**src/rtl/register_bank.sv**
```systemverilog
// register_bank: MIPS general-purpose register file.
// Write-back port, two combinational read ports with same-cycle bypass,
// register 0 hardwired to zero, and a valid/ready dump sequencer that
// streams every register to the debug unit.
module register_bank #(
  parameter int NB_DATA = 32,
  parameter int NB_ADDR = 5
) (
  input  logic               i_clk,
  input  logic               i_rst_n,
  input  logic [NB_ADDR-1:0] i_rs_addr,
  input  logic [NB_ADDR-1:0] i_rt_addr,
  output logic [NB_DATA-1:0] o_rs_data,
  output logic [NB_DATA-1:0] o_rt_data,
  input  logic [NB_DATA-1:0] i_write_data,
  input  logic [NB_ADDR-1:0] i_reg2write,
  input  logic               i_regWrite,
  input  logic               i_dump_start,
  input  logic               i_dump_ready,
  output logic               o_dump_valid,
  output logic [NB_ADDR-1:0] o_dump_addr,
  output logic [NB_DATA-1:0] o_dump_data,
  output logic               o_dump_done,
  output logic               o_busy
);

  localparam int                 NREGS    = 1 << NB_ADDR;
  localparam logic [NB_ADDR-1:0] LAST_IDX = NB_ADDR'(NREGS - 1);

  typedef enum logic [1:0] {
    IDLE = 2'd0,
    SEND = 2'd1,
    DONE = 2'd2
  } state_t;

  logic [NB_DATA-1:0] regs [NREGS];
  state_t             state;
  logic [NB_ADDR-1:0] dump_idx;

  // Shared read rule: r0 is zero, a pending write-back to the same
  // address wins over the stored value, otherwise the stored value.
  function automatic logic [NB_DATA-1:0] read_port(
    input logic [NB_ADDR-1:0] addr,
    input logic [NB_DATA-1:0] stored,
    input logic               we,
    input logic [NB_ADDR-1:0] waddr,
    input logic [NB_DATA-1:0] wdata
  );
    if (addr == '0)
      return '0;
    else if (we && (waddr == addr))
      return wdata;
    else
      return stored;
  endfunction

  // Register array: write-back on the rising edge, r0 never written.
  // NOTE: the array sits behind an async reset because a reset must clear
  // every register; this prevents mapping it onto a RAM macro, which is
  // acceptable for a 32-entry flop-based register file.
  always_ff @(posedge i_clk or negedge i_rst_n) begin
    if (!i_rst_n) begin
      for (int i = 0; i < NREGS; i++) regs[i] <= '0;
    end else if (i_regWrite && (i_reg2write != '0)) begin
      regs[i_reg2write] <= i_write_data;
    end
  end

  // Dump sequencer: walks index 0..NREGS-1 once, advancing on each transfer.
  // NOTE: state is updated with non-blocking assignments so every flop
  // samples the pre-edge values, independent of statement order.
  always_ff @(posedge i_clk or negedge i_rst_n) begin
    if (!i_rst_n) begin
      state    <= IDLE;
      dump_idx <= '0;
    end else begin
      case (state)
        IDLE: begin
          if (i_dump_start) begin
            state    <= SEND;
            dump_idx <= '0;
          end
        end
        SEND: begin
          if (i_dump_ready) begin
            if (dump_idx == LAST_IDX)
              state <= DONE;
            else
              dump_idx <= dump_idx + NB_ADDR'(1);
          end
        end
        DONE: begin
          state    <= IDLE;
          dump_idx <= '0;
        end
        default: begin
          state    <= IDLE;
          dump_idx <= '0;
        end
      endcase
    end
  end

  // Read ports and dump data are purely combinational from addresses,
  // stored state and the write-back inputs.
  assign o_rs_data   = read_port(i_rs_addr, regs[i_rs_addr], i_regWrite,
                                 i_reg2write, i_write_data);
  assign o_rt_data   = read_port(i_rt_addr, regs[i_rt_addr], i_regWrite,
                                 i_reg2write, i_write_data);
  assign o_dump_data = read_port(dump_idx, regs[dump_idx], i_regWrite,
                                 i_reg2write, i_write_data);

  // Handshake flags decode registered state only; no path from i_dump_ready.
  assign o_dump_valid = (state == SEND);
  assign o_busy       = (state == SEND);
  assign o_dump_done  = (state == DONE);
  assign o_dump_addr  = dump_idx;

endmodule

```
**config.mk**
```make
export PLATFORM = sky130hd
export DESIGN_NAME = register_bank
export DESIGN_NICKNAME = d
export VERILOG_FILES = /design/src/rtl/register_bank.sv
export SDC_FILE = /design/constraint.sdc
export NUM_CORES = 2
export LEC_CHECK = 0
export CAP_MARGIN = 30
export CORE_MARGIN = 2
export CORE_UTILIZATION = 42
export CTS_CLUSTER_DIAMETER = 40
export CTS_CLUSTER_SIZE = 20
export DETAILED_ROUTE_END_ITERATION = 10
export PLACE_DENSITY_LB_ADDON = 0.15
export SYNTH_ARGS = -nofsm -noshare
export SYNTH_HDL_FRONTEND = slang
export SYNTH_SLANG_ARGS = --single-unit
```
**constraint.sdc**
```tcl
create_clock -name i_clk -period 3.7 [get_ports i_clk]
set_input_delay 0.74 -clock i_clk [delete_from_list [all_inputs] [get_ports i_clk]]
set_output_delay 0.74 -clock i_clk [all_outputs]
set_load 0.005 [all_outputs]
```
==> flow_metrics.py <==
metrics = {
    "detailed_routing": {
        "drc": 0,
        "firstDrtPassIters": 6,
        "drt-total-wl_mm": 276,
        "routed_via_density": 6.81,
        "dr.first_iter.drc_count": 6160,
        "ant_nets": 0,
        "via_count": 49970,
        "drt-wirelength-per-cell_um": 37.7,
    },
    "min_path": {
        "hold_path_startpoint": "regs[1002]",
        "min_path_type": "reg2reg",
    },
    "sta": {
        "rsz0062_at_grt": "true",
        "relSlewSlack": 0.381,
        "layout_setup_ws_ns": -0.452,
        "clock_skew_ns": 0.00736,
        "timing.final.crit_period_ns": 4.15,
        "slew_violations": 0,
        "worst_slew_pin_slew_ns": 0.925,
        "hold_viol_final": 0,
        "setup_viol": 34,
        "period_share": 1.12,
        "fmax_mhz": 241,
    },
    "yosys": {
        "async_flop_share": 1.00,
        "avgSynthCellArea_sq_um": 14.1,
        "synthCells": 4465,
        "synth_xor_area_frac": 0.00236,
        "yosys_register_bits": 1031,
        "synth_edf_count": 0,
        "synth_top_family_by_area": "multiplexers",
        "ys_warn_count": 0,
        "synth_compound_area_frac": 0.0795,
        "syn_nets": 4520,
        "synth-simple-area-share": 0.0206,
        "synth_area_sq_mm": 0.0631,
        "synth-adder-area-share": 0.000595,
        "synth.distinct_cells": 53,
        "synthFlopType": "dfrtp_1",
        "synth_seq_area_share": 0.409,
        "synthMuxAreaShare": 0.449,
    },
    "global_route": {
        "antenna_found_initial": 18,
        "overflow": 0,
        "grt_pass1_wl_mm": 388,
        "grt_pass1_vias": 49383,
        "grt_max_degree": 113,
        "track_usage": 0.360,
    },
    "worst_setup_path": {
        "critPathKind": "reg2out",
        "worstPathRequired_ns": 2.96,
        "path_buf_inv": 7,
        "critPathMostFrequentCell": "buf_12",
        "path_cells": "buf_12, buf_12, buf_6, buf_12, buf_4, buf_4, mux2i_1, o22ai_1, a211oi_1, a21oi_4, a22o_1, buf_2",
        "max_stage_delay_ns": 0.50,
        "timing.rr.start": "o_dump_addr[0]",
        "crit_start": "o_dump_addr[0]",
        "path_max_fanout": 8,
        "end_kind": "output port",
        "worstPathArrival_ns": 3.41,
        "path_delay_family": "buffers and inverters",
        "start_kind": "register",
        "crit_path_top_delay_cell": "dfrtp_4",
    },
    "die": {
        "die_h_um": 392,
        "start_util": 0.422,
        "dieArea_sq_mm": 0.153,
        "fp-row-count": 142,
        "core_area_sq_mm": 0.150,
        "io_pins": 156,
        "die_w_um": 392,
    },
    "cells_and_area": {
        "fin_nets": 5219,
        "postLayoutCoreUtil": 0.557,
        "syn_to_final_growth_pct": 32.0,
        "final_area_sq_mm": 0.0833,
        "layout-drive-gt1-share": 0.613,
        "final_cells": 7336,
    },
    "clock_tree": {
        "clockRootBuffer": "clkbuf_16",
        "clkSinkCount": 1031,
        "cts_buffers": 180,
        "cts_tree": "yes",
        "clk_latency_ns": 0.81,
        "clkTransAtPathRegs_ns": 0.06,
        "clockBufferDepth": 3,
        "htreeDepth": 4,
    },
    "placed_design": {
        "dpl_cell_area_sq_mm": 0.0720,
        "globalplace.congestion": 0.918,
        "dp_cells": 6726,
        "dp_hpwl_mm": 176,
        "io_buffers": 155,
    },
    "pwr": {
        "ir_drop_mv": 0.564,
        "p_per_area_mw_per_mm2": 627,
        "total_leakage_power_nw": 35.7,
    },
    "run_status": {
        "status": "finished with violations",
        "violations": "negative setup slack",
    },
    "run": {
        "drv_cap": 0,
    },
}
what timing repair did:
| action | in CTS | in global routing |
|---|---|---|
| setup buffers | 212 | 86 |
| gates cloned | 15 | 4 |
| hold endpoints to repair | 25 | 0 |
| hold buffers | 1 | 0 |
| pin swaps | 128 | 104 |
| resized for setup | 622 | 223 |
| setup endpoints to repair | 96 | 84 |
kinds of logic (layout without fill, tap and decap cells):
logic type | Yosys count | in the layout
XOR/XNOR | 17 | 17
buffers and inverters | 550 | 1402
flip-flops | 1031 | 1031
other | 0 | 3
multiplexers | 1917 | 1917
adder cells (fa/ha/maj) | 3 | 3
AO/OA/AOI/OAI | 692 | 692
AND/OR/NAND/NOR | 255 | 255
synthesized netlist by cell type (all sizes together), types with 7 or more instances:
library cell / n / area [sq um]
a2111oi: 8 / 70.1
a211o: 16 / 140
a211oi: 85 / 638
a21oi: 109 / 546
a22o: 77 / 674
a22oi: 171 / 1280
a32o: 25 / 250
and3: 22 / 138
buf: 266 / 1420
clkbuf: 280 / 1050
dfrtp: 1031 / 25800
mux2: 1019 / 11500
mux2i: 269 / 2690
mux4: 629 / 14200
nand2: 89 / 334
nand3: 25 / 125
nand3b: 7 / 52.6
nor2: 35 / 134
nor2b: 15 / 93.8
nor3: 16 / 85.1
nor3b: 7 / 52.6
o211ai: 10 / 75.1
o21ai: 31 / 155
o221ai: 56 / 490
o22a: 10 / 87.6
o22ai: 84 / 526
or3b: 8 / 70.1
xnor2: 9 / 78.8
xor2: 8 / 70.1
through the flow:
step           power [mW]  setup WS, ns  hold slack [ns]  TNS [ns]
2_1_floorplan        24.6         0.565            0.422         0
3_3_place_gp         31.4         -1.25            0.400    -42.42
3_5_place_dp         31.6        -0.683            0.402    -39.50
4_1_cts              51.3        -0.605            0.416    -13.13
5_1_grt              53.8        -0.457            0.428    -12.45
6_report             52.2        -0.452            0.417     -9.78
layout make-up:
type                    count  area [sq um]
clock buffers             210          4890
diodes                      3          7.51
flip-flops and latches   1031         25800
well taps                2016          2520
inverters                   4          20.0
clock inverters           125          1610
fillers                 12228         66300
repair buffers           1063         11800
multi-input cells        2884         36600
report_power, final:
group / leakage (nW) / switching (mW) / internal, mW
logic: 19.3 / 8.61 / 10.0
registers: 13.2 / 2.19 / 13.5
clock network: 3.16 / 6.47 / 11.5
total: 35.7 / 17.3 / 35.0
flip-flops by register name, summed over array words and instances (netlist names):
signal       count
regs          1024
o_dump_addr      5
state            2
final timing paths:
| kind | endpoint | slack, ns | cells after the start |
|---|---|---|---|
| hold / removal | regs[1002] | 0.42 | 0 |
| setup / recovery | o_dump_data[5] | -0.45 | 12 |
| min in group asynchronous | regs[453] | 0.46 | 2 |
| max in group asynchronous | regs[686] | 2.13 | 4 |
| setup reg to reg | o_dump_addr[3] | 0.87 | 12 |
| hold reg to reg | regs[1002] | 0.42 | 0 |
cell usage in the layout (no fill, tap or decap), drive strengths merged, types with 42 or more instances in the layout:
| cell type | n |
|---|---|
| dfrtp | 1031 |
| mux2 | 1019 |
| buf | 947 |
| mux4 | 629 |
| mux2i | 269 |
| clkbuf | 241 |
| a22oi | 171 |
| a21oi | 109 |
| nand2 | 89 |
| a211oi | 85 |
| o22ai | 84 |
| a22o | 77 |
| o221ai | 56 |
| clkinv | 54 |
| clkdlybuf4s50 | 42 |
metal layers:
metal | global-route usage | vias to the layer above | share of wire
li1 | - | 19313 | -
met1 | 0.482 | 26774 | 0.39
met2 | 0.534 | 3118 | 0.44
met3 | 0.107 | 749 | 0.11
met4 | 0.175 | 16 | 0.057
met5 | 0 | - | 0.00041
(Power assumes the default switching activity.)
